<file path="src/rtl/ucode_seq.sv">
// Microcode sequencer: accepts one instruction in IDLE, then walks its micro-steps in EXEC and
// drives one-hot bus read/write selects. HLT parks the sequencer in HALT until rst.
module ucode_seq #(
  parameter int DW = 4
) (
  input  logic          clk,
  input  logic          rst,
  input  logic [4+DW-1:0] instr,
  input  logic          instr_valid,
  output logic          instr_ready,
  output logic [DW-1:0] im,
  output logic [7:0]    rs,
  output logic [7:0]    ws,
  output logic [1:0]    alu_op,
  output logic          done,
  output logic          illegal,
  output logic          halted,
  output logic [7:0]    icount
);

  typedef enum logic [1:0] {
    S_IDLE = 2'd0,
    S_EXEC = 2'd1,
    S_HALT = 2'd2
  } state_t;

  localparam logic [3:0] OP_NOP  = 4'h0;
  localparam logic [3:0] OP_LDIA = 4'h1;
  localparam logic [3:0] OP_LDIB = 4'h2;
  localparam logic [3:0] OP_MOV  = 4'h3;
  localparam logic [3:0] OP_ADD  = 4'h4;
  localparam logic [3:0] OP_SUB  = 4'h5;
  localparam logic [3:0] OP_OUT  = 4'h6;
  localparam logic [3:0] OP_HLT  = 4'hF;

  state_t        r_state;
  state_t        w_next_state;
  logic [1:0]    r_step;
  logic [1:0]    w_next_step;
  logic [3:0]    r_op;
  logic [DW-1:0] r_im;
  logic [7:0]    r_icount;
  logic          w_accept;
  logic          w_last;

  assign w_accept    = (r_state == S_IDLE) && instr_valid;
  assign instr_ready = (r_state == S_IDLE);
  assign halted      = (r_state == S_HALT);
  assign im          = r_im;
  assign icount      = r_icount;

  // ADD and SUB are the only three-step opcodes; everything else finishes in step 1.
  always_comb begin
    w_last = 1'b0;
    if ((r_op == OP_ADD) || (r_op == OP_SUB)) begin
      w_last = (r_step == 2'd3);
    end else begin
      w_last = 1'b1;
    end
  end

  // Next-state and step-counter logic.
  always_comb begin
    w_next_state = r_state;
    w_next_step  = r_step;
    case (r_state)
      S_IDLE: begin
        w_next_step = 2'd1;
        if (instr_valid) begin
          w_next_state = S_EXEC;
        end else begin
          w_next_state = S_IDLE;
        end
      end
      S_EXEC: begin
        if (w_last) begin
          w_next_step  = 2'd1;
          w_next_state = (r_op == OP_HLT) ? S_HALT : S_IDLE;
        end else begin
          w_next_step  = r_step + 2'd1;
          w_next_state = S_EXEC;
        end
      end
      S_HALT: begin
        w_next_state = S_HALT;
        w_next_step  = 2'd1;
      end
      default: begin
        w_next_state = S_IDLE;
        w_next_step  = 2'd1;
      end
    endcase
  end

  // State, step, latched instruction fields and accept counter.
  always_ff @(posedge clk) begin
    if (rst) begin
      r_state  <= S_IDLE;
      r_step   <= 2'd1;
      r_op     <= 4'h0;
      r_im     <= {DW{1'b0}};
      r_icount <= 8'd0;
    end else begin
      r_state <= w_next_state;
      r_step  <= w_next_step;
      if (w_accept) begin
        r_op     <= instr[DW+3:DW];
        r_im     <= instr[DW-1:0];
        r_icount <= r_icount + 8'd1;
      end else begin
        r_op     <= r_op;
        r_im     <= r_im;
        r_icount <= r_icount;
      end
    end
  end

  // Moore decode of the bus selects from state, step and latched opcode only.
  always_comb begin
    rs      = 8'h00;
    ws      = 8'h00;
    alu_op  = 2'b00;
    done    = 1'b0;
    illegal = 1'b0;
    if (r_state == S_EXEC) begin
      done = w_last && (r_op != OP_HLT);
      case (r_op)
        OP_NOP:  begin rs = 8'h00; ws = 8'h00; end
        OP_LDIA: begin rs = 8'h20; ws = 8'h08; end
        OP_LDIB: begin rs = 8'h20; ws = 8'h04; end
        OP_MOV:  begin rs = 8'h01; ws = 8'h04; end
        OP_ADD, OP_SUB: begin
          case (r_step)
            2'd1:    begin rs = 8'h01; ws = 8'h01; end
            2'd2:    begin rs = 8'h02; ws = 8'h02; end
            2'd3:    begin
              rs     = 8'h04;
              ws     = 8'h08;
              alu_op = (r_op == OP_SUB) ? 2'b01 : 2'b00;
            end
            default: begin rs = 8'h00; ws = 8'h00; end
          endcase
        end
        OP_OUT:  begin rs = 8'h01; ws = 8'h10; end
        OP_HLT:  begin rs = 8'h00; ws = 8'h00; end
        default: begin illegal = 1'b1; end
      endcase
    end else begin
      rs = 8'h00;
      ws = 8'h00;
    end
  end

endmodule

</file>
<file path="config.mk">
export PLATFORM = sky130hd
export DESIGN_NAME = ucode_seq
export DESIGN_NICKNAME = d
export VERILOG_FILES = /design/src/rtl/ucode_seq.sv
export SDC_FILE = /design/constraint.sdc
export NUM_CORES = 1
export LEC_CHECK = 0
export CAP_MARGIN = 0
export CORE_MARGIN = 10
export CORE_UTILIZATION = 45
export CTS_CLUSTER_SIZE = 30
export DETAILED_ROUTE_END_ITERATION = 8
export PLACE_DENSITY = 0.83
export SLEW_MARGIN = 10
export SYNTH_ARGS = -nofsm -noshare
export SYNTH_HDL_FRONTEND = slang
export SYNTH_SLANG_ARGS = --single-unit
</file>
<file path="constraint.sdc">
create_clock -name clk -period 3.4 [get_ports clk]
set_input_delay 0.68 -clock clk [delete_from_list [all_inputs] [get_ports clk]]
set_output_delay 0.68 -clock clk [all_outputs]
set_load 0.005 [all_outputs]
</file>
==> results of run 1 <==
[path summary, 6_finish.rpt]
kind / from / end / slack (ns) / cells after the start
setup / recovery: r_state[0] / rs[2] / 0.63 / 4
hold / removal: im[1] / im[1] / 0.47 / 2
setup reg to reg: r_state[0] / icount[5] / 1.62 / 3
hold reg to reg: im[1] / im[1] / 0.47 / 2
[per-layer routing]
| layer | up-vias | global-route usage | part of all wire | routed length (µm) |
|---|---|---|---|---|
| met5 | - | 0 | 0 | 0 |
| met4 | 0 | 0.0399 | 0.0098 | 26 |
| met3 | 4 | 0.0670 | 0.13 | 355 |
| met2 | 47 | 0.161 | 0.45 | 1180 |
| met1 | 467 | 0.111 | 0.41 | 1080 |
| li1 | 510 | - | - | - |
[power by group]
part | switching, W | leakage [nW] | internal, W
logic | 0.0000308 | 0.350 | 0.0000393
registers | 0.0000128 | 0.163 | 0.000244
clock network | 0.0000752 | 0.0210 | 0.0000654
total | 0.000119 | 0.534 | 0.000348
[final cells by class]
cell class | count | area (µm²)
Multi-Input combinational cell | 103 | 608
Clock buffer | 4 | 36.3
Inverter | 3 | 11.3
Timing Repair Buffer | 36 | 360
Tap cell | 28 | 35.0
Sequential cell | 20 | 400
Fill cell | 215 | 803
[flip-flops by register name (all words and copies together) (netlist names)]
signal   cells
im           4
r_op         4
r_state      2
r_step       2
icount       8
[Yosys cell counts, types with 2 or more instances]
cell and number:
inv_1 3, nand4_1 2, a21oi_1 16, o31ai_1 2, clkbuf_1 6, or3b_1 2
nor3_1 8, buf_4 8, nand3_1 4, or4_1 2, or3_1 2, xnor2_1 4
dfxtp_1 20, and2_1 3, nand2_1 21, nor2_1 7, nor2b_1 2, ha_1 5
[logic make-up after synthesis]
family                   Yosys count  share of synthesized area
XOR/XNOR                           5                     0.0401
AO/OA/AOI/OAI                     21                      0.107
AND/OR/NAND/NOR                   62                      0.306
flip-flops                        20                      0.367
other                              1                    0.00344
multiplexers                       2                     0.0195
buffers and inverters             19                     0.0998
adder cells (fa/ha/maj)            5                     0.0573
[critical path, cell delays in order, from the launching register on]
cell	delay, ns
dfxtp_1	0.45
or3b_1	0.51
nor2_1	0.18
and2_1	0.14
clkdlybuf4s50_1	0.50
[per-stage QoR]
step                      total power [W]  cell area (µm²)  hold WS [ns]  setup slack, ns  utilization
after floorplan                  0.000305             1120         0.453             1.57            -
after global placement           0.000329             1420         0.443            0.926        0.628
after detailed placement         0.000332             1420         0.451            0.881        0.628
after CTS                        0.000465             1450         0.465            0.627        0.644
after global routing             0.000491             1450         0.491            0.480        0.644
final                            0.000467             1450         0.467            0.632        0.644
==> results.md, run 1 <==
* Outcome: finished, final reports clean
* Site row count at 17
* P_leak at 0.534 nW
* CTS resizes at 0
* Initial antenna violation count at 0
* Worst setup SP type: flip-flop
* GRT overflow at 0
* Worst setup path class: flip-flop to output port
* Final ANT Viol Nets at 0
* Rel. slew slack at 0.525
* Layout Cells excl Fill at 194
* Clock Sinks at 20
* Setup bufs post-CTS at 0
* Min Tclk post-route at 2.77 ns
* Critical Path RT at 2.72 ns
* CTS tree: yes
* Layout cells sized above 1 at 0.0542
* Io pins at 45
* Max Clk Rate at 0.361 GHz
* Most common cell after layout, fill and taps aside: clkdlybuf4s50_1
* Clock Path Buffers at 2
* Asr flop ratio synth at 0
* CTS H-tree depth at 1
* Clock transition at path regs at 0.11 ns
* TritonCTS Buffers at 3
* Measured slew at the worst slew-check pin at 0.711 ns
* IO Port Bufs at 36
* Area share of the largest cell type after synthesis at 0.367
* Detailed Routing Iterations Pass 1 at 4
* DRC viols at 0
* DIE AREA at 0.00479 mm²
* Global-route wire length before repair at 4370 µm
* Most frequent cells in the layout: clkdlybuf4s50_1 (36), nand2_1 (21), dfxtp_1 (20)
* Mapped Cells at 135
* Critical Path Sink Type: output port
* Post-Syn Area at 0.00109 mm²
* Pins Over Slew Limit at 0
* Sequential-to-total area share from yosys stat at 0.367
* HP Class: flip-flop to flip-flop
* Synth Area per Inst at 8.08 µm²
* Number of DRC markers in iteration 0 at 57
* Tcrit/Tclk final at 0.814
* Root Driver: clkbuf_4
* Core ar. at 0.00225 mm²
* Initial Util at 0.484
* RSZ-0062 raised after global routing: false
* Pin count of the biggest net entering global routing at 22
* Vias per inst at 5.30
* Vias at 1028
* Seq cells post-synth at 20
* Yosys warnings at 0
* PD cells at 322 mW/mm²
* GRT Overall Usage at 0.105
* Die Height at 69.2 µm
* Ys flop type: dfxtp_1
* Placed cell count at 190
* Skew-Pair Late Insertion Delay at 0.31 ns
* Final hold violation count at 0
* Die width at 69.2 µm
* Final setup vio count at 0
* GP Congestion at 0.747
* Vias in the first global route at 922
* Crit-path max FO at 9
* Total negative slack at 0 ns
* CTS Hold Bufs at 0
* Area delta synth->final at 33.0%
* Max cap viols at 0
* Antenna diodes at 0
* Dominant cells by area after synthesis: dfxtp_1 (37%), a21oi_1 (7.3%), nand2_1 (7.2%), ha_1 (5.7%), buf_4 (5.5%)
* Wire per inst at 13.6 µm
* HPWL Detailed at 2030 µm
* Crit path DAT at 2.09 ns
* Final WL at 2650 µm
* Yosys top cell by area: dfxtp_1
* Layout Nets at 183
* Post-synth EDFFs at 0
* Clock skew at 0.00146 ns
* Yosys cell types at 36
* Peak VDD IR at 0.283 mV
Power figures use the tool's default switching activity.
==> run 2: changes to the inputs <==
- CORE_UTILIZATION: 45 -> 42
- PLACE_DENSITY: 0.83 -> 0.79
- clock period: 3.4 -> 2.85 ns (I/O delays scaled with it)
==> results.md, run 2 (same netlist as run 1, synthesis figures left out) <==
* Post-route design area at 0.00148 mm²
* IO Port Bufs at 36
* Clock Sinks at 20
* Max Clk Rate at 0.372 GHz
* Fillcell total at 223
* DRC viols at 0
* Placed cell count at 193
* Most common cell after layout, fill and taps aside: clkdlybuf4s50_1
* GP Congestion at 0.712
* Max cap viols at 0
* Largest register FFs at 8
* Pins Over Slew Limit at 0
* Die Height at 71.0 µm
* Crit-path max cell delay at 0.52 ns
* CTS Hold Bufs at 0
* Pin count of the biggest net entering global routing at 17
* GRT Overall Usage at 0.100
* Core ar. at 0.00248 mm²
* Cell Chain, Critical Path: or3b_1 > nor2_1 > and2_1 > clkdlybuf4s50_1
* Antenna diodes at 0
* Wire per inst at 13.6 µm
* Initial antenna violation count at 0
* Critical Path RT at 2.28 ns
* Final setup vio count at 0
* Worst reg2reg startpoint: r_state[0]
* Initial Util at 0.440
* Site row count at 18
* Vias in the first global route at 933
* Layout Nets at 184
* Fin util at 0.596
* Root Driver: clkbuf_4
* Layout Cells excl Fill at 197
* Delay-heaviest family, CP: simple AND/OR/NAND/NOR gates
* GRT overflow at 0
* HPWL Detailed at 2080 µm
* Total negative slack at 0 ns
* Worst setup path class: flip-flop to output port
* Crit-path max FO at 9
* Final hold violation count at 0
* Tcrit/Tclk final at 0.944
* Peak VDD IR at 0.482 mV
* Min Tclk post-route at 2.69 ns
* TritonCTS Buffers at 3
* Critical Path Sink Type: output port
* Crit path to: rs[1]
* Skew-Pair Late Insertion Delay at 0.30 ns
* Final WL at 2680 µm
* P_leak at 0.546 nW
* FF-to-FF End: r_step[0]
* Register-to-Register Path Depth at 3
* Stages on worst setup path at 4
* Placed Area at 0.00143 mm²
* Area delta synth->final at 35.4%
* Crit path DAT at 2.12 ns
* Area of the multi-input gates at 608 µm²
* Clock transition at path regs at 0.11 ns
* Crit. Startpoint: r_state[0]
* Slowest CP cell: or3b_1
* Worst setup SP type: flip-flop
* RSZ-0062 raised after global routing: false
* Vias at 1001
* PD cells at 420 mW/mm²
* Layout cells sized above 1 at 0.0599
* Clock skew at 0.00534 ns
* CTS H-tree depth at 1
* Critical path buffers and inverters at 1
* Most frequent cells in the layout: clkdlybuf4s50_1 (36), nand2_1 (21), dfxtp_1 (20)
* Detailed Routing Iterations Pass 1 at 4
* HP Class: flip-flop to flip-flop
* Rel. slew slack at 0.579
* Die width at 71.0 µm
* Vias per inst at 5.08
* R2R setup slack at 1.07 ns
* CTS tree: yes
* Outcome: finished, final reports clean
* Final ANT Viol Nets at 0
* CTS resizes at 0
* Setup bufs post-CTS at 0
* Io pins at 45
* Clock Path Buffers at 2
* Register area at 400 µm²
* Number of DRC markers in iteration 0 at 39
* Global-route wire length before repair at 4330 µm
* Measured slew at the worst slew-check pin at 0.628 ns
* DIE AREA at 0.00504 mm²
## run 2: changes by cell type in the layout (fill, tap and decap cells not counted)
cell	change
buf_4	+1
bufinv_16	+1
clkbuf_8	-1
## run 2: final cells by class
type                            count  share of cell area
Multi-Input combinational cell    103               0.412
Sequential cell                    20               0.271
Timing Repair Buffer               37               0.249
Tap cell                           30              0.0254
Clock inverter                      1              0.0203
Clock buffer                        3              0.0152
Inverter                            3             0.00762
## run 2: layer usage
metal / part of all wire / vias to the layer above / global-route usage
li1: - / 507 / -
met1: 0.39 / 449 / 0.0999
met2: 0.47 / 41 / 0.161
met3: 0.13 / 4 / 0.0683
met4: 0.0082 / 0 / 0.0409
met5: 0 / - / 0
## run 2: how the worst min path moves through the flow
stage / depth (start not counted) / to / from / slack (ns)
6_report: 2 / im[3] / im[3] / 0.47
5_1_grt: 2 / im[1] / im[1] / 0.49
4_1_cts: 2 / im[1] / im[1] / 0.47
3_5_place_dp: 2 / im[2] / im[2] / 0.45
3_3_place_gp: 2 / im[0] / im[0] / 0.45
2_1_floorplan: 2 / im[0] / im[0] / 0.45
## run 2: tightest hold or removal path, delay by kind of cell, from the launching register on
| family | cells | cell delay, ns |
|---|---|---|
| flops | 1 | 0.32 |
| simple gates | 1 | 0.05 |
| compound gates | 1 | 0.06 |
## run 2: through the flow
stage	setup WS (ns)	power, W	hold slack, ns
after global routing	0.0279	0.000649	0.488
after global placement	0.493	0.000395	0.450
after detailed placement	0.447	0.000398	0.452
after CTS	0.141	0.000624	0.471
after floorplan	1.13	0.000364	0.453
final	0.160	0.000620	0.468
## run 2: where the power goes
part           internal, W  switching [W]
registers         0.000291      0.0000159
clock network     0.000142      0.0000860
logic            0.0000479      0.0000376
